--- src/rtl/core_pkg.sv ---
// Shared types for the core memory path: requester ids, byte-enable constants, response tags.
// No logic; no latency; no backpressure.
// Included by the memory arbiter and its response pipe.
package core_pkg;

  typedef enum logic {SRC_IFU = 1'b0, SRC_LSU = 1'b1} mem_src_e;

  localparam logic [3:0] BE_WORD = 4'b1111;
  localparam logic [3:0] BE_NONE = 4'b0000;

  typedef struct packed {
    logic     vld;
    mem_src_e src;
  } rsp_tag_t;

endpackage

--- src/rtl/u_mem_rsp_pipe.sv ---
// Delay line carrying the issuer tag of each SRAM read until its data returns.
// Latency: RD_LAT cycles from tag_in to tag_out.
// No backpressure; a synchronous clear drops every tag in flight.
module u_mem_rsp_pipe
  import core_pkg::*;
#(
  parameter int unsigned RD_LAT = 1
) (
  input  logic     clk,
  input  logic     rst,
  input  rsp_tag_t tag_in,
  output rsp_tag_t tag_out
);

  rsp_tag_t stage [RD_LAT];

  always_ff @(posedge clk) begin
    if (rst) begin
      for (int i = 0; i < int'(RD_LAT); i++) begin
        stage[i] <= '0;
      end
    end else begin
      stage[0] <= tag_in;
      for (int i = 1; i < int'(RD_LAT); i++) begin
        stage[i] <= stage[i-1];
      end
    end
  end

  assign tag_out = stage[RD_LAT-1];

endmodule

--- src/rtl/u_mem_arb.sv ---
// Arbitrates the single SRAM port between fetch and load/store; MEM_ARB_FAIR_EN adds forced fetch grants.
// Latency: grant and port drive same cycle; read data routed back RD_LAT cycles after grant.
// Backpressure: fetch waits for ifu_gnt, a losing LSU request sees lsu_stall and is held upstream.
module u_mem_arb
  import core_pkg::*;
#(
  parameter int unsigned RD_LAT   = 1,
  parameter int unsigned FAIR_MAX = 4
) (
  input  logic        clk,
  input  logic        rst,
  input  logic        ifu_req,
  input  logic [31:0] ifu_a,
  output logic        ifu_gnt,
  output logic        ifu_vld,
  output logic [31:0] ifu_rd,
  input  logic [31:0] lsu_a,
  input  logic [3:0]  lsu_we,
  input  logic [31:0] lsu_wd,
  input  logic [3:0]  lsu_re,
  output logic        lsu_stall,
  output logic        lsu_vld,
  output logic [31:0] lsu_rd,
  output logic [31:0] mem_a,
  output logic [3:0]  mem_we,
  output logic [31:0] mem_wd,
  output logic        mem_re,
  input  logic [31:0] mem_rd
);

  logic     lsu_req;
  logic     lsu_wr;
  logic     force_ifu;
  logic     gnt_lsu;
  logic     gnt_ifu;
  rsp_tag_t tag_in;
  rsp_tag_t tag_out;

  assign lsu_req = (lsu_we != BE_NONE) || (lsu_re != BE_NONE);
  assign lsu_wr  = (lsu_we != BE_NONE);

`ifdef MEM_ARB_FAIR_EN
  localparam logic [3:0] FAIR_LIM = FAIR_MAX[3:0];

  logic [3:0] fair_cnt;

  assign force_ifu = (fair_cnt == FAIR_LIM);

  // Counts LSU wins while fetch is waiting; any fetch grant or idle fetch restarts the window.
  always_ff @(posedge clk) begin
    if (rst) begin
      fair_cnt <= '0;
    end else if (!ifu_req || gnt_ifu) begin
      fair_cnt <= '0;
    end else if (gnt_lsu && (fair_cnt != FAIR_LIM)) begin
      fair_cnt <= fair_cnt + 4'd1;
    end
  end
`else
  logic unused_fair_max;

  assign unused_fair_max = ^FAIR_MAX[3:0];
  assign force_ifu       = 1'b0;
`endif

  assign gnt_lsu   = !rst && lsu_req && !(ifu_req && force_ifu);
  assign gnt_ifu   = !rst && ifu_req && !gnt_lsu;
  assign ifu_gnt   = gnt_ifu;
  assign lsu_stall = !rst && lsu_req && !gnt_lsu;

  always_comb begin
    mem_a  = '0;
    mem_we = BE_NONE;
    mem_wd = '0;
    mem_re = 1'b0;
    if (gnt_lsu) begin
      mem_a = lsu_a;
      // A request carrying both enables is treated as a store only.
      if (lsu_wr) begin
        mem_we = lsu_we;
        mem_wd = lsu_wd;
      end else begin
        mem_re = 1'b1;
      end
    end else if (gnt_ifu) begin
      mem_a  = ifu_a;
      mem_re = 1'b1;
    end
  end

  always_comb begin
    tag_in     = '0;
    tag_in.vld = mem_re;
    tag_in.src = gnt_lsu ? SRC_LSU : SRC_IFU;
  end

  u_mem_rsp_pipe #(
    .RD_LAT (RD_LAT)
  ) u_rsp_pipe (
    .clk     (clk),
    .rst     (rst),
    .tag_in  (tag_in),
    .tag_out (tag_out)
  );

  // Gated by rst so a response landing during reset never escapes.
  assign ifu_vld = !rst && tag_out.vld && (tag_out.src == SRC_IFU);
  assign lsu_vld = !rst && tag_out.vld && (tag_out.src == SRC_LSU);
  assign ifu_rd  = ifu_vld ? mem_rd : '0;
  assign lsu_rd  = lsu_vld ? mem_rd : '0;

endmodule

--- config.mk ---
export PLATFORM = sky130hd
export DESIGN_NAME = u_mem_arb
export DESIGN_NICKNAME = d
export VERILOG_FILES = /design/src/rtl/core_pkg.sv /design/src/rtl/u_mem_rsp_pipe.sv /design/src/rtl/u_mem_arb.sv
export SDC_FILE = /design/constraint.sdc
export NUM_CORES = 1
export LEC_CHECK = 0
export ABC_AREA = 1
export CORE_AREA = 10 10 98 100
export CTS_CLUSTER_SIZE = 28
export DETAILED_ROUTE_END_ITERATION = 8
export DIE_AREA = 0 0 108 110
export MAX_ROUTING_LAYER = met4
export PLACE_DENSITY = 0.77
export REMOVE_ABC_BUFFERS = 1
export SLEW_MARGIN = 30
export SYNTH_ARGS = -nofsm -noshare
export SYNTH_HDL_FRONTEND = slang
export SYNTH_SLANG_ARGS = --single-unit
--- constraint.sdc ---
create_clock -name clk -period 2.1 [get_ports clk]
set_input_delay 0.21 -clock clk [delete_from_list [all_inputs] [get_ports clk]]
set_output_delay 0.21 -clock clk [all_outputs]
set_load 0.03 [all_outputs]
Yosys cells after proc, flatten, opt, wreduce, memory -nomap -nowiden
Memories as Yosys holds them, arrays and structs flattened.
Cells that the tools add are included.
- register bits after elaboration: 0
- bits in writable memories: 2
- input bits: 139
- output and inout bits: 137
- logic and storage cells: 31
- memories kept: 1
- memories (name ; depth ; width ; read ports ; clocked after memory_dff ; write ports ; line ; RTL):
    u_rsp_pipe.stage ; 1 ; 2 ; 1 ; 0 ; 1 ; u_mem_rsp_pipe.sv:15 ; rsp_tag_t stage [RD_LAT];
- muxes and demuxes: 17
- bitwise logic cells: 1
- reductions and logical operators: 12
- operators by type and width (cell ; count):
    $mux W32 ; 6
    $mux W1 ; 8
    $mux W4 ; 2
    $reduce_bool A4 Y1 ; 2
    $logic_and A1 B1 Y1 ; 6
    $logic_not A1 Y1 ; 2
    $mux W2 ; 1
    $reduce_or A2 Y1 ; 1
    $logic_or A1 B1 Y1 ; 1
    $not A1 Y1 ; 1

Logic depth before layout (Yosys ltp)
- depth after elaboration: 8
- gate-level depth with buffers: 7
- gate-level depth less buffers: 6

By module
A second synthesis with hierarchy kept.
- cells, all modules: 327
- area total of the unflattened synthesis: 1432.6 um^2
- modules (own cells, without submodules) (module ; times used ; cells each ; area each (um^2) ; sequential area each (um^2)):
    u_mem_arb ; 1 ; 321 ; 1377.6 ; 0.0
    u_mem_rsp_pipe ; 1 ; 6 ; 55.1 ; 40.0

Worst setup path before layout
No wires, ideal clock.
- kind: flip-flop to output port
- start point: mem u_rsp_pipe.stage[0][1] in the netlist's numbering
- end point: out ifu_rd[10]
- arrival time: 1.345 ns
- required time: 1.890 ns
- slack: 0.545 ns
- cell stages (with the launch flop): 6
- buffers on the path: 1
- path through: dfxtp_1 > nand2_1 > nor2_2 > inv_2 > buf_2 > nor2_1
- cells in the longest elaborated chain, start to end: 4
- RTL lines (element ; line ; RTL):
    start, declared ; u_mem_rsp_pipe.sv:15 ;
    $mem_v2 Z1 W2 ; n/a ;
    $logic_and A1 B1 Y1 (2 in series) ; u_mem_arb.sv:107 ; assign ifu_vld = !rst && tag_out.vld && (tag_out.src == SRC_IFU);
    named net ifu_vld ; u_mem_arb.sv:15 ; output logic ifu_vld,
    $mux W32 ; u_mem_arb.sv:109 ; assign ifu_rd = ifu_vld ? mem_rd : '0;
    end, declared ; u_mem_arb.sv:16 ; output logic [31:0] ifu_rd,
The timed path passes the listed nets, and every way through them passes these cells.

Worst setup path in the final report
- start point: in lsu_we[2]
- end point: out mem_a[31]
- cells in the longest elaborated chain, start to end: 7
- RTL lines (element ; line ; RTL):
    start, declared ; u_mem_arb.sv:18 ; input logic [3:0] lsu_we,
    $reduce_bool A4 Y1 * ; u_mem_arb.sv:39 ; assign lsu_req = (lsu_we != BE_NONE) || (lsu_re != BE_NONE);
    $logic_or A1 B1 Y1 * ; u_mem_arb.sv:39 ;
    $logic_and A1 B1 Y1 * ; u_mem_arb.sv:66 ; assign gnt_lsu = !rst && lsu_req && !(ifu_req && force_ifu);
    $logic_not A1 Y1 ; u_mem_arb.sv:67 ; assign gnt_ifu = !rst && ifu_req && !gnt_lsu;
    $logic_and A1 B1 Y1 ; u_mem_arb.sv:67 ;
    $mux W32 ; u_mem_arb.sv:85 ; end else if (gnt_ifu) begin
    $mux W32 * ; u_mem_arb.sv:76 ; if (gnt_lsu) begin
    end, declared ; u_mem_arb.sv:24 ; output logic [31:0] mem_a,
Mark *: on every way between the ends. The rest lies on a longest branch, timed or not.

==> reports/metrics.csv <==
stage,metric,value,unit
status,status,"finished, final reports clean",
power,P_int,0.000546,W
synth,largest family of logic cells by synthesized area,simple AND/OR/NAND/NOR gates,
worst_setup_path,Worst Path Arrival,1710,ps
global_routing,first-pass GRT wire length,15.3,mm
synth,#FFs+latches synth,2,
layout,Area Growth Syn to Fin,172,%
worst_setup_path,worst-path maximum fanout,16,
synth,post-synthesis cell count,324,
layout,share of cells above drive strength 1,29.4,%
synth,Post-Syn Area,0.00154,mm2
sta,Final setup violation count,0,
drt,Vias per Instance,4.24,
cts,Max H-tree Level,1,
global_routing,largest net degree at the start of global routing,67,
sta,RSZ-0062 raised after global routing,false,
drt,post-route ant nets,0,
cts,"Clk pin slew, worst setup/hold paths",30,ps
power,sw frac,40.6,%
global_routing,vias in the first global route,2958,
worst_setup_path,Worst setup SP type,primary input,
cts,CTS buffer count,3,
layout,max FFs per register,2,
layout,fin util,54.5,%
sta,Final Hold Slack,881,ps
die,die area,0.0119,mm2
global_routing,global route total overflow,0,
global_routing,GRT Total Usage,16.5,%
synth,Yosys cell types,16,
placement,hpwl dp,9.51,mm
sta,final worst-path setup slack,176,ps
drt,Initial DRT Pass Iterations,4,
layout,multi-input combinational cell area,0.00114,mm2
layout,filler instances,718,
sta,Fin. Hold Viols,0,
synth,Syn Area/Cell,4.74,um2
die,std cell rows,32,
sta,FMAX,520,MHz
power,clock network power share,16.3,%
placement,PortBufs,274,
placement,DP Worst Slack,116,ps
drt,vias,2902,
placement,Placer Congestion,0.934,
drt,drt total wl,10.9,mm
layout,Biggest register,u_rsp_pipe.stage,
synth,xor/xnor cell area share of the yosys netlist,0,%
die,I/O Pins,276,
layout,biggest regs,u_rsp_pipe.stage x2,
power,Logic pwr share,79.3,%
layout,Ant. Diodes,0,
layout,Register Area,40.0,um2
synth,mux contribution to synthesized area,0,%
synth,post-synthesis simple-gate area fraction,74.1,%
drt,drt drc,0,
worst_setup_path,Required @ worst endpoint,1890,ps
power,pwr/cell area,221,mW/mm2
power,Leakage,2.31,nW
worst_setup_path,Setup CP Type,in2out,
power,total power,0.000920,W
synth,complex-gate fraction of the synthesized area,0,%
sta,max-slew violation count,0,
cts,postcts setup bufs,0,
worst_setup_path,Worst setup EP type,output port,
cts,clk root buf,clkbuf_8,
die,die span in y,110,um
layout,Final nets,723,
synth,adder-cell area share of the yosys netlist,0,%
drt,Wirelength per Cell,16.0,um
job,Max-cap violations,0,
cts,clk sinks,2,
global_routing,initial antenna violation count,0,
drt,Initial DRC Count,95,
die,Initial Util,20.1,%
cts,largest buffer count on any clock path,2,
synth,sequential cell area fraction in the yosys report,2.61,%
cts,TritonCTS clock tree,yes,
power,worst ir drop on vdd,0.000168,V
hold_path,Min-Delay Path Class,in2reg,
sta,Period minus WS final,1920,ps
power,sequential share of power,4.4,%
die,core area,0.00765,mm2
power,Psw,0.000374,W
sta,Tcrit/Tclk final,91.6,%
die,Die X,108,um
synth,Ys Warns,0,
final cells by class:
class / count / share of cell area, %
clock buffer: 3 / 0.990
inverter: 47 / 4.35
multi-input combinational: 249 / 27.4
tap: 102 / 3.06
timing repair buffer: 281 / 63.2
sequential: 2 / 0.960
Yosys cell counts:
| library cell | count | share of area (%) |
|---|---|---|
| nand3_1 | 49 | 16 |
| buf_4 | 1 | 0.49 |
| clkbuf_1 | 1 | 0.24 |
| inv_1 | 44 | 11 |
| buf_6 | 7 | 5.1 |
| nor2_1 | 104 | 25 |
| conb_1 | 1 | 0.24 |
| nand3_2 | 17 | 11 |
| nor2_8 | 1 | 1.3 |
| nand2_1 | 72 | 18 |
| nand2_4 | 2 | 1.5 |
| dfxtp_1 | 2 | 2.6 |
| inv_2 | 2 | 0.49 |
| buf_2 | 17 | 5.5 |
| inv_4 | 1 | 0.41 |
| nor2_2 | 3 | 1.2 |
layer usage:
metal / GRT usage, % / vias to the layer above / wire length [um]
li1: - / 1480 / -
met1: 16.2 / 1252 / 3950
met2: 30.9 / 162 / 5740
met3: 5.28 / 8 / 1080
met4: 3.91 / 0 / 131
met5: - / - / 0
logic make-up after synthesis:
family,Yosys count
buffers and inverters,73
DFF,2
other,1
and+or+nand+nor,248
worst max-delay path: stages:
cell             delay, ps
clkdlybuf4s50_1        440
nor2_2                 160
nand2_4                 90
inv_4                  140
nand2_4                160
buf_4                  210
nand3_1                 70
nand2_1                 60
buf_4                  160
through the flow:
step                      TNS (ps)  std cells  area (um2)
final                            0        684        4170
after global routing             0        684        4170
after CTS                        0        684        4170
after detailed placement         0        681        4130
after global placement           0        681        4130
after floorplan             -20590        298        1360
power groups by stage:
stage | combinational [W] | sequential, W | clock, W
after floorplan | 0.000285 | 0.0000409 | 0
after global placement | 0.000724 | 0.0000410 | 0
after detailed placement | 0.000735 | 0.0000410 | 0
after CTS | 0.000737 | 0.0000405 | 0.000156
after global routing | 0.000776 | 0.0000407 | 0.000158
final | 0.000730 | 0.0000405 | 0.000150
timing repair:
action                     CTS  global route
gates resized for setup      0             2
hold buffers                 0             0
setup endpoints to repair    0             1
worst paths after layout:
kind / start / cells after the start / end
worst min-delay path: ifu_req / 6 / u_rsp_pipe.stage[0][1]
worst max-delay path: lsu_we[2] / 9 / mem_a[31]
layout by cell type (no fill, tap or decap), types with 2 or more instances in the layout:
master           synthesis  routed
inv_4                    1       2
nand2_1                 72      72
buf_4                    1     127
buf_12                   0      14
nor2_2                   3       4
nand3_2                 17      17
nand2_4                  2       2
clkbuf_8                 0       3
inv_1                   44      44
nand3_1                 49      49
dfxtp_1                  2       2
nor2_1                 104     103
clkdlybuf4s50_1          0     140
No activity file was read; power rests on OpenSTA's default activity.
